$ cat config.mk
export PLATFORM = sky130hd
export DESIGN_NAME = ahb_master_req_flat
export DESIGN_NICKNAME = d
export VERILOG_FILES = /design/src/rtl/ahb_master_req_pkg.sv /design/src/rtl/ahb_master_req_if.sv /design/src/rtl/ahb_master_req_grant_timer.sv /design/src/rtl/ahb_master_req.sv /design/src/flat_wrapper.sv
export SDC_FILE = /design/constraint.sdc
export NUM_CORES = 1
export LEC_CHECK = 0
export BUFFER_PORTS_ARGS = -buffer_cell sky130_fd_sc_hd__buf_2
export CELL_PAD_IN_SITES_DETAIL_PLACEMENT = 1
export CELL_PAD_IN_SITES_GLOBAL_PLACEMENT = 1
export CORE_MARGIN = 4
export CORE_UTILIZATION = 34
export CTS_BUF_LIST = sky130_fd_sc_hd__clkbuf_8 sky130_fd_sc_hd__clkbuf_16
export DETAILED_ROUTE_END_ITERATION = 10
export HOLD_SLACK_MARGIN = 0.02
export PLACE_DENSITY = 0.77
export SLEW_MARGIN = 5
export SYNTH_ARGS = -nofsm -noshare
export SYNTH_HDL_FRONTEND = slang
export SYNTH_SLANG_ARGS = --single-unit
export TNS_END_PERCENT = 50
$ cat constraint.sdc
create_clock -name HCLK -period 2.1 [get_ports HCLK]
set_clock_uncertainty 0.2 [all_clocks]
set_input_delay 0.315 -clock HCLK [delete_from_list [all_inputs] [get_ports HCLK]]
set_output_delay 0.315 -clock HCLK [all_outputs]
set_load 0.005 [all_outputs]
$ cat src/rtl/ahb_master_req_pkg.sv
// Shared types and constants for the AHB master request agent (package ahb_pkg).
package ahb_pkg;

  localparam int BEAT_W = 5;

  typedef enum logic [1:0] {
    HRESP_OKAY  = 2'd0,
    HRESP_ERROR = 2'd1,
    HRESP_RETRY = 2'd2,
    HRESP_SPLIT = 2'd3
  } hresp_e;

  typedef enum logic [1:0] {
    ST_IDLE,
    ST_REQ,
    ST_OWN,
    ST_RESUME
  } state_e;

  // A zero-length request still moves one beat.
  function automatic logic [BEAT_W-1:0] effBeats(input logic [BEAT_W-1:0] beats);
    return (beats == '0) ? BEAT_W'(1) : beats;
  endfunction

endpackage

$ cat src/rtl/ahb_master_req_if.sv
// Local-core request and AHB arbiter/slave signals of one master request agent.
interface ahb_master_req_if;
  import ahb_pkg::*;

  logic              req_valid;
  logic              req_lock;
  logic [BEAT_W-1:0] req_beats;
  logic              req_ready;
  logic              HBUSREQ;
  logic              HLOCK;
  logic              HGRANT;
  logic              HREADY;
  logic [1:0]        HRESP;
  logic [3:0]        HMASTER;
  logic              bus_own;
  logic              beat_done;
  logic              xfer_done;
  logic              xfer_err;

  modport master (
    input  req_valid, req_lock, req_beats, HGRANT, HREADY, HRESP, HMASTER,
    output req_ready, HBUSREQ, HLOCK, bus_own, beat_done, xfer_done, xfer_err
  );

  modport slave (
    output req_valid, req_lock, req_beats, HGRANT, HREADY, HRESP, HMASTER,
    input  req_ready, HBUSREQ, HLOCK, bus_own, beat_done, xfer_done, xfer_err
  );

endinterface

$ cat src/rtl/ahb_master_req_grant_timer.sv
// ahb_grant_timer: counts consecutive grant-wait cycles; only built when
// AHB_MASTER_REQ_TIMEOUT_EN is defined.
`ifdef AHB_MASTER_REQ_TIMEOUT_EN
module ahb_grant_timer #(
  parameter int unsigned TIMEOUT_CYC = 256
) (
  input  logic clk,
  input  logic rst_n,
  input  logic count_en_i,
  output logic expired_o
);

  localparam int unsigned CNT_W = (TIMEOUT_CYC < 2) ? 1 : $clog2(TIMEOUT_CYC);

  logic [CNT_W-1:0] count_q;

  // Fires on the TIMEOUT_CYC-th consecutive enabled cycle.
  assign expired_o = count_en_i && (count_q == CNT_W'(TIMEOUT_CYC - 1));

  always_ff @(posedge clk or negedge rst_n) begin
    if (!rst_n) begin
      count_q <= '0;
    end else if (!count_en_i || expired_o) begin
      count_q <= '0;
    end else begin
      count_q <= count_q + CNT_W'(1);
    end
  end

endmodule
`endif

$ cat src/rtl/ahb_master_req.sv
// AHB master request agent: bus request/lock, grant tracking and beat accounting.
// Define AHB_MASTER_REQ_TIMEOUT_EN to abort requests whose grant never arrives.
module ahb_master_req
  import ahb_pkg::*;
#(
  parameter logic [3:0]  MASTER_ID   = 4'd0,
  parameter int unsigned TIMEOUT_CYC = 256
) (
  input logic              HCLK,
  input logic              HRESETn,
  ahb_master_req_if.master bus
);

  localparam logic [BEAT_W-1:0] ONE_BEAT = BEAT_W'(1);

  state_e            state_q, state_d;
  logic [BEAT_W-1:0] remaining_q, remaining_d;
  logic              lock_q, lock_d;

  logic reqReady_q, reqReady_d;
  logic hbusreq_q, hbusreq_d;
  logic hlock_q, hlock_d;
  logic busOwn_q, busOwn_d;
  logic beatDone_q, beatDone_d;
  logic xferDone_q, xferDone_d;
  logic xferErr_q, xferErr_d;

  logic grantHit;
  logic timeoutHit;

`ifdef AHB_MASTER_REQ_TIMEOUT_EN
  ahb_grant_timer #(
    .TIMEOUT_CYC (TIMEOUT_CYC)
  ) u_grant_timer (
    .clk        (HCLK),
    .rst_n      (HRESETn),
    .count_en_i (state_q == ST_REQ),
    .expired_o  (timeoutHit)
  );
`else
  // Without the timer a request waits for its grant forever.
  assign timeoutHit = 1'b0 & (TIMEOUT_CYC == 0);
`endif

  assign grantHit = bus.HGRANT && bus.HREADY && (bus.HMASTER == MASTER_ID);

  always_comb begin
    state_d     = state_q;
    remaining_d = remaining_q;
    lock_d      = lock_q;
    beatDone_d  = 1'b0;
    xferDone_d  = 1'b0;
    xferErr_d   = 1'b0;

    case (state_q)
      ST_IDLE: begin
        if (bus.req_valid) begin
          lock_d      = bus.req_lock;
          remaining_d = effBeats(bus.req_beats);
          state_d     = ST_REQ;
        end
      end
      ST_REQ: begin
        if (grantHit) begin
          state_d = ST_OWN;
        end else if (timeoutHit) begin
          xferErr_d = 1'b1;
          state_d   = ST_IDLE;
        end
      end
      ST_OWN: begin
        if (bus.HREADY) begin
          if (bus.HRESP == HRESP_OKAY) begin
            beatDone_d = 1'b1;
            // The final beat completes even if the grant is withdrawn with it.
            if (remaining_q <= ONE_BEAT) begin
              xferDone_d = 1'b1;
              state_d    = ST_IDLE;
            end else begin
              remaining_d = remaining_q - ONE_BEAT;
              if (!bus.HGRANT && !lock_q) begin
                state_d = ST_REQ;
              end
            end
          end
        end else begin
          case (bus.HRESP)
            HRESP_RETRY, HRESP_SPLIT: state_d = ST_RESUME;
            HRESP_ERROR: begin
              xferErr_d = 1'b1;
              state_d   = ST_IDLE;
            end
            default: ;
          endcase
        end
      end
      ST_RESUME: state_d = ST_REQ;
      default:   state_d = ST_IDLE;
    endcase

    if (state_d == ST_IDLE) begin
      remaining_d = '0;
      lock_d      = 1'b0;
    end

    // Outputs are decoded from the next state so they register with it.
    reqReady_d = (state_d == ST_IDLE);
    busOwn_d   = (state_d == ST_OWN);
    hbusreq_d  = (state_d == ST_REQ) || (state_d == ST_RESUME) ||
                 ((state_d == ST_OWN) && (remaining_d > ONE_BEAT));
    hlock_d    = lock_d;
  end

  always_ff @(posedge HCLK or negedge HRESETn) begin
    if (!HRESETn) begin
      state_q     <= ST_IDLE;
      remaining_q <= '0;
      lock_q      <= 1'b0;
      reqReady_q  <= 1'b1;
      hbusreq_q   <= 1'b0;
      hlock_q     <= 1'b0;
      busOwn_q    <= 1'b0;
      beatDone_q  <= 1'b0;
      xferDone_q  <= 1'b0;
      xferErr_q   <= 1'b0;
    end else begin
      state_q     <= state_d;
      remaining_q <= remaining_d;
      lock_q      <= lock_d;
      reqReady_q  <= reqReady_d;
      hbusreq_q   <= hbusreq_d;
      hlock_q     <= hlock_d;
      busOwn_q    <= busOwn_d;
      beatDone_q  <= beatDone_d;
      xferDone_q  <= xferDone_d;
      xferErr_q   <= xferErr_d;
    end
  end

  assign bus.req_ready = reqReady_q;
  assign bus.HBUSREQ   = hbusreq_q;
  assign bus.HLOCK     = hlock_q;
  assign bus.bus_own   = busOwn_q;
  assign bus.beat_done = beatDone_q;
  assign bus.xfer_done = xferDone_q;
  assign bus.xfer_err  = xferErr_q;

endmodule

$ cat src/flat_wrapper.sv
// flat-port wrapper written by rule: the top's interface ports become plain ports
module ahb_master_req_flat import ahb_pkg::*;
#(
  parameter logic [3:0]  MASTER_ID   = 4'd0,
  parameter int unsigned TIMEOUT_CYC = 256
)
  (HCLK, HRESETn, bus_req_valid, bus_req_lock, bus_req_beats, bus_HGRANT, bus_HREADY, bus_HRESP, bus_HMASTER, bus_req_ready, bus_HBUSREQ, bus_HLOCK, bus_bus_own, bus_beat_done, bus_xfer_done, bus_xfer_err);
  ahb_master_req_if bus_i ();
  input logic HCLK;
  input logic HRESETn;
  input wire logic [$bits(bus_i.req_valid)-1:0] bus_req_valid;
  input wire logic [$bits(bus_i.req_lock)-1:0] bus_req_lock;
  input wire logic [$bits(bus_i.req_beats)-1:0] bus_req_beats;
  input wire logic [$bits(bus_i.HGRANT)-1:0] bus_HGRANT;
  input wire logic [$bits(bus_i.HREADY)-1:0] bus_HREADY;
  input wire logic [$bits(bus_i.HRESP)-1:0] bus_HRESP;
  input wire logic [$bits(bus_i.HMASTER)-1:0] bus_HMASTER;
  output wire logic [$bits(bus_i.req_ready)-1:0] bus_req_ready;
  output wire logic [$bits(bus_i.HBUSREQ)-1:0] bus_HBUSREQ;
  output wire logic [$bits(bus_i.HLOCK)-1:0] bus_HLOCK;
  output wire logic [$bits(bus_i.bus_own)-1:0] bus_bus_own;
  output wire logic [$bits(bus_i.beat_done)-1:0] bus_beat_done;
  output wire logic [$bits(bus_i.xfer_done)-1:0] bus_xfer_done;
  output wire logic [$bits(bus_i.xfer_err)-1:0] bus_xfer_err;
  assign bus_i.req_valid = bus_req_valid;
  assign bus_i.req_lock = bus_req_lock;
  assign bus_i.req_beats = bus_req_beats;
  assign bus_i.HGRANT = bus_HGRANT;
  assign bus_i.HREADY = bus_HREADY;
  assign bus_i.HRESP = bus_HRESP;
  assign bus_i.HMASTER = bus_HMASTER;
  assign bus_req_ready = bus_i.req_ready;
  assign bus_HBUSREQ = bus_i.HBUSREQ;
  assign bus_HLOCK = bus_i.HLOCK;
  assign bus_bus_own = bus_i.bus_own;
  assign bus_beat_done = bus_i.beat_done;
  assign bus_xfer_done = bus_i.xfer_done;
  assign bus_xfer_err = bus_i.xfer_err;
  ahb_master_req #(.MASTER_ID(MASTER_ID), .TIMEOUT_CYC(TIMEOUT_CYC)) u_core (.HCLK(HCLK), .HRESETn(HRESETn), .bus(bus_i));
endmodule
**After elaboration in Yosys (flattened, before gate mapping)**

Index checks and enable logic that the tools add are counted.

- Reduce and logical (&&, ||, !) cells: 17
- $lt $le $gt $ge: 2
- Muxes and demuxes: 28
- Eq/ne operators: 9
- $add $sub $neg: 1

Operator list:

| kind | count |
|---|---|
| two-way mux 5 bit | 6 |
| two-way mux 1 bit | 13 |
| == test 2 bit (second input constant) | 6 |
| two-way mux 2 bit | 6 |
| one-hot mux 5 bit (2 select lines) | 1 |
| one-hot mux 2 bit (4 select lines) | 1 |
| == test 2 x 1 -> 1 bit (second input constant) | 3 |
| zero test 2 bit | 3 |
| greater-than comparator 5 x 1 -> 1 bit (second input constant) | 1 |
| less-or-equal comparator 5 x 1 -> 1 bit (second input constant) | 1 |
| zero test 5 bit | 1 |
| subtractor 5 x 1 -> 5 bit (second input constant) | 1 |
| logical AND 1 bit | 4 |
| zero test 4 bit | 1 |
| one-hot mux 2 bit (2 select lines) | 1 |
| nonzero test 2 bit | 2 |
| zero test 1 bit | 2 |
| logical OR 1 bit | 2 |
| AND reduction 2 bit | 1 |
| OR reduction 2 bit | 1 |

- Input bits: 17
- Flip-flop bits (word level): 14
- Word-level logic and storage cells: 66

**Longest topological paths before layout**

- Depth after elaboration: 12
- Depth in mapped cells: 7
- Gate-level depth less buffers: 7

**Worst setup path before layout**

No wires, ideal clock.

- Kind: register to register
- From: register u_core.lock_q
- To: register u_core.remaining_q[1]
- Arrival: 1.698 ns
- Cell stages (with the launch flop): 6
- Clock period less this slack: 2.031 ns
- Library setup time: 0.134 ns
- Required time: 1.766 ns
- Setup slack: 0.069 ns
- Cells stage by stage: dfrtp_1 or4b_2 a21oi_1 o31ai_2 o31ai_4 nor2_1

- Word-level cells in the longest chain between the ends: 9

Ends and longest elaborated chain:

| element | RTL line | RTL |
|---|---|---|
| from (decl) | ahb_master_req.sv:18 | `logic lock_q, lock_d;` |
| from (signal assigned) | ahb_master_req.sv:129 | `lock_q <= lock_d;` |
| zero test 1 bit | ahb_master_req.sv:81 | `if (!bus.HGRANT && !lock_q) begin` |
| logical AND 1 bit | ahb_master_req.sv:81 |  |
| two-way mux 2 bit | ahb_master_req.sv:81 |  |
| two-way mux 2 bit | ahb_master_req.sv:76 | `if (remaining_q <= ONE_BEAT) begin` |
| two-way mux 2 bit | ahb_master_req.sv:73 | `if (bus.HRESP == HRESP_OKAY) begin` |
| two-way mux 2 bit | ahb_master_req.sv:72 | `if (bus.HREADY) begin` |
| one-hot mux 2 bit (4 select lines) | ahb_master_req.sv:55 | `case (state_q)` |
| named net u_core.state_d[1] | ahb_master_req.sv:16 | `state_e state_q, state_d;` |
| zero test 2 bit | - |  |
| named net u_core.reqReady_d | ahb_master_req.sv:20 | `logic reqReady_q, reqReady_d;` |
| two-way mux 5 bit | ahb_master_req.sv:101 | `if (state_d == ST_IDLE) begin` |
| named net u_core.remaining_d[1] | ahb_master_req.sv:17 | `logic [BEAT_W-1:0] remaining_q, remaining_d;` |
| to (signal assigned) | ahb_master_req.sv:128 | `remaining_q <= remaining_d;` |
| to (decl) | ahb_master_req.sv:17 |  |

The timed path passes the listed nets, and every way through them passes these cells.
A chain may end at the register's enable or synchronous reset.

**Worst setup path after layout**

- From: register u_core.remaining_q[0]
- To: register u_core.hbusreq_q, in the netlist u_core.bus.HBUSREQ

- Word-level cells in the longest chain between the ends: 10
- Elaborated cells between the ends (all ways): 20
- Classes of those cells: 1 x add/sub; 2 x order compare; 3 x eq/ne; 10 x mux; 4 x reduce/logical

Ends and longest elaborated chain:

| element | RTL line | RTL |
|---|---|---|
| less-or-equal comparator 5 x 1 -> 1 bit | ahb_master_req.sv:76 |  |
| two-way mux 2 bit | ahb_master_req.sv:76 |  |
| two-way mux 2 bit | ahb_master_req.sv:73 |  |
| two-way mux 2 bit | ahb_master_req.sv:72 |  |
| one-hot mux 2 bit (4 select lines) | ahb_master_req.sv:55 |  |
| zero test 2 bit | ahb_master_req.sv:101 |  |
| two-way mux 5 bit | ahb_master_req.sv:101 |  |
| greater-than comparator 5 x 1 -> 1 bit | ahb_master_req.sv:110 | `((state_d == ST_OWN) && (remaining_d > ONE_BEAT));` |
| logical AND 1 bit | ahb_master_req.sv:110 |  |
| logical OR 1 bit * | ahb_master_req.sv:109 | `hbusreq_d = (state_d == ST_REQ) \|\| (state_d == ST_RESUME) \|\|` |
| named net u_core.hbusreq_d | ahb_master_req.sv:21 | `logic hbusreq_q, hbusreq_d;` |
| to (signal assigned) | ahb_master_req.sv:131 | `hbusreq_q <= hbusreq_d;` |
| to (decl) | ahb_master_req.sv:21 |  |

Mark *: on every way through the listed nets, which the timed path passes. The rest lies on a longest branch.

==> impl_metrics.csv <==
group,metric,value,unit
routing,ant_nets,0,
timing,finalCritPeriodShare,99.1,%
synth,ys_seq_area_share,40.7,%
timing,fmax,481,MHz
timing,tightest_slew,410,ps
placement,dp_slack,-121,ps
synth,yosysTopAreaCell,"dfrtp_1",
floorplanning,ios,24,
finish,final_design_area_no_fill,1360,µm²
worst_setup_path,worstPathArrival,1990,ps
synth,yosys_warnings,0,
flow_run,drv_cap,0,
grt,grt_pass1_wl,4500,µm
pwr,vdd_drop_max,0.862,mV
routing,totalWireLength,2990,µm
synth,avgSynthCellArea,10.1,µm²
synth,syn_inst,86,
finish,drive_above_1_share,56.3,%
finish,diodes,0,
cts,cts_tree,"yes",
routing,num_vias,895,
floorplanning,row_count,18,
synth,synth_edf_count,0,
grt,grt_pass1_vias,955,
routing,viasPerCell,5.42,
placement,portBuffers,23,
grt,grt_max_degree,15,
placement,dp_hpwl,2180,µm
routing,routedWlPerCell,18.1,µm
cts,h-tree-depth,1,
synth,netlist_area,865,µm²
synth,dominantRegCellSynth,"dfrtp_1",
cts,clock_latency,250,ps
placement,gp_congestion,0.971,
timing,setup_tns,0,ps
cts,cts.sinks,14,
synth,synth.area.top_cells,"dfrtp_1 38%, nor2_1 5.2%, a2111oi_4 3.2%, dfstp_2 3.0%, a21oi_1 2.9%",
status,outcome,"completed",
cts,cts_root_buf,"clkbuf_8",
worst_setup_path,worstPathRequired,2010,ps
synth,synthArstFlopShare,100,%
finish,syn_to_final_growth,57.6,%
floorplanning,initial_core_util,35.2,%
placement,placed_cell_area,1170,µm²
cts,cts_buffer_depth,2,
timing,rsz0062_at_grt,"true",
worst_setup_path,crit_path_end_kind,"flip-flop",
floorplanning,die_w,58.4,µm
timing,hold_slack,110,ps
floorplanning,die_y,58.4,µm
timing,finalHoldViolCount,0,
cts,numCtsBuffers,3,
cts,clkSlewWorstSetupHoldPaths,60,ps
timing,setup_viol,0,
worst_setup_path,cp_max_fo,3,
pwr,leakage,0.601,nW
grt,grt.total_usage,17.6,%
finish,stdcell_count,165,
timing,slew_headroom,72.4,%
worst_hold_path,hold_path_class,"in -> reg",
grt,antenna_found_initial,0,
finish,final_nets,155,
pwr,power.density,1010,nW/µm²
timing,fin_crit,2080,ps
routing,drc,0,
routing,drt_iter0_drc,12,
worst_setup_path,critPathKind,"reg -> reg",
placement,dpl.cell_count,158,
synth,synth_top_area_share,37.6,%
synth,yosysUniqueCellTypes,37,
routing,dr.pass1.iters,4,
grt,grt.overflow.total,0,
synth,syn-num-nets,105,
synth,synth_seq_cells,14,
timing,fin_ws,19.0,ps
floorplanning,core_area,2450,µm²
timing,finalMaxSlewViolations,0,
floorplanning,dieArea,3410,µm²
worst_setup_path,start_kind,"flip-flop",
[flip-flops by register name (all words and copies together) (netlist names)]
| signal | count |
|---|---|
| u_core.bus.HBUSREQ | 1 |
| u_core.remaining_q | 5 |
| u_core.lock_q | 1 |
| u_core.bus.xfer_done | 1 |
| u_core.bus.xfer_err | 1 |
| u_core.bus.beat_done | 1 |
| u_core.bus.bus_own | 1 |
| u_core.state_q | 2 |
| u_core.bus.req_ready | 1 |
[repair_timing]
action	CTS	global route
pin swaps	4	7
resized for setup	10	14
hold buffers	1	0
buffers inserted	2	1
endpoints found under the hold margin	13	0
setup endpoints to repair	8	9
[power breakdown]
group          internal, W  switching (W)  leakage (nW)
sequential        0.000332      0.0000695         0.176
combinational     0.000373       0.000343         0.396
clock             0.000166      0.0000963        0.0288
[area by class of cell]
cell class,count,area (µm²)
Timing Repair Buffer,47,318
Sequential cell,14,352
Inverter,4,15.0
Fill cell,284,1090
Tap cell,30,37.5
Multi-Input combinational cell,66,586
Clock buffer,4,55.1
[stage by stage]
step	utilization, %	total power (W)
final	55.5	0.00138
after global routing	55.5	0.00148
after CTS	52.5	0.00128
after detailed placement	47.6	0.000931
after global placement	47.6	0.000905
after floorplan	-	0.000640
[synth_stat cells, types with 3 or more instances]
library cell	instances
a21oi_1	5
dfrtp_1	13
inv_1	4
nand2_1	3
nand2b_1	3
nor2_1	12
nor2b_1	3
nor3_1	4
o21ai_0	4
[worst paths after layout]
| kind | from | to | slack [ps] | cells after the start |
|---|---|---|---|---|
| max | u_core.remaining_q[0] | u_core.bus.HBUSREQ | 20 | 7 |
| max in group asynchronous | HRESETn | u_core.bus.req_ready | 1110 | 2 |
| min reg2reg | u_core.remaining_q[3] | u_core.remaining_q[3] | 490 | 2 |
| min in group asynchronous | HRESETn | u_core.bus.bus_own | 300 | 2 |
| max reg2reg | u_core.remaining_q[0] | u_core.bus.HBUSREQ | 20 | 7 |
| min | bus_req_lock | u_core.lock_q | 110 | 3 |
[layer usage]
metal / global-route usage [%] / wire (µm)
met5: 0 / 0
met4: 3.97 / 22
met3: 4.17 / 118
met2: 30.5 / 1570
met1: 21.9 / 1280
[worst max-delay path, stage by stage (launching register included)]
cell and delay [ps]:
dfrtp_1 410, inv_1 100, ha_2 210, nand4bb_4 150
a32o_2 310, a211oi_2 280, nor2b_4 210, a41oi_2 90
[cells in the final DEF (no fill, tap or decap), types with 3 or more instances in the layout]
| cell | instances |
|---|---|
| buf_2 | 23 |
| buf_4 | 20 |
| dfrtp_1 | 13 |
| nor2_1 | 12 |
| a21oi_1 | 4 |
| clkbuf_8 | 4 |
| inv_1 | 3 |
| nand2b_1 | 3 |
| nand2_1 | 3 |
| o21ai_0 | 3 |
[cell families (layout without fill, tap and decap cells)]
group / count (synthesis) / after routing / share of synthesized area (%)
AND/OR/NAND/NOR: 36 / 36 / 23.6
adder cells (fa/ha/maj): 2 / 2 / 2.89
multiplexers: 2 / 2 / 2.46
buffers and inverters: 6 / 55 / 2.60
AO/OA/AOI/OAI: 26 / 26 / 27.8
flip-flops: 14 / 14 / 40.7
No activity file was read; power rests on OpenSTA's default activity.
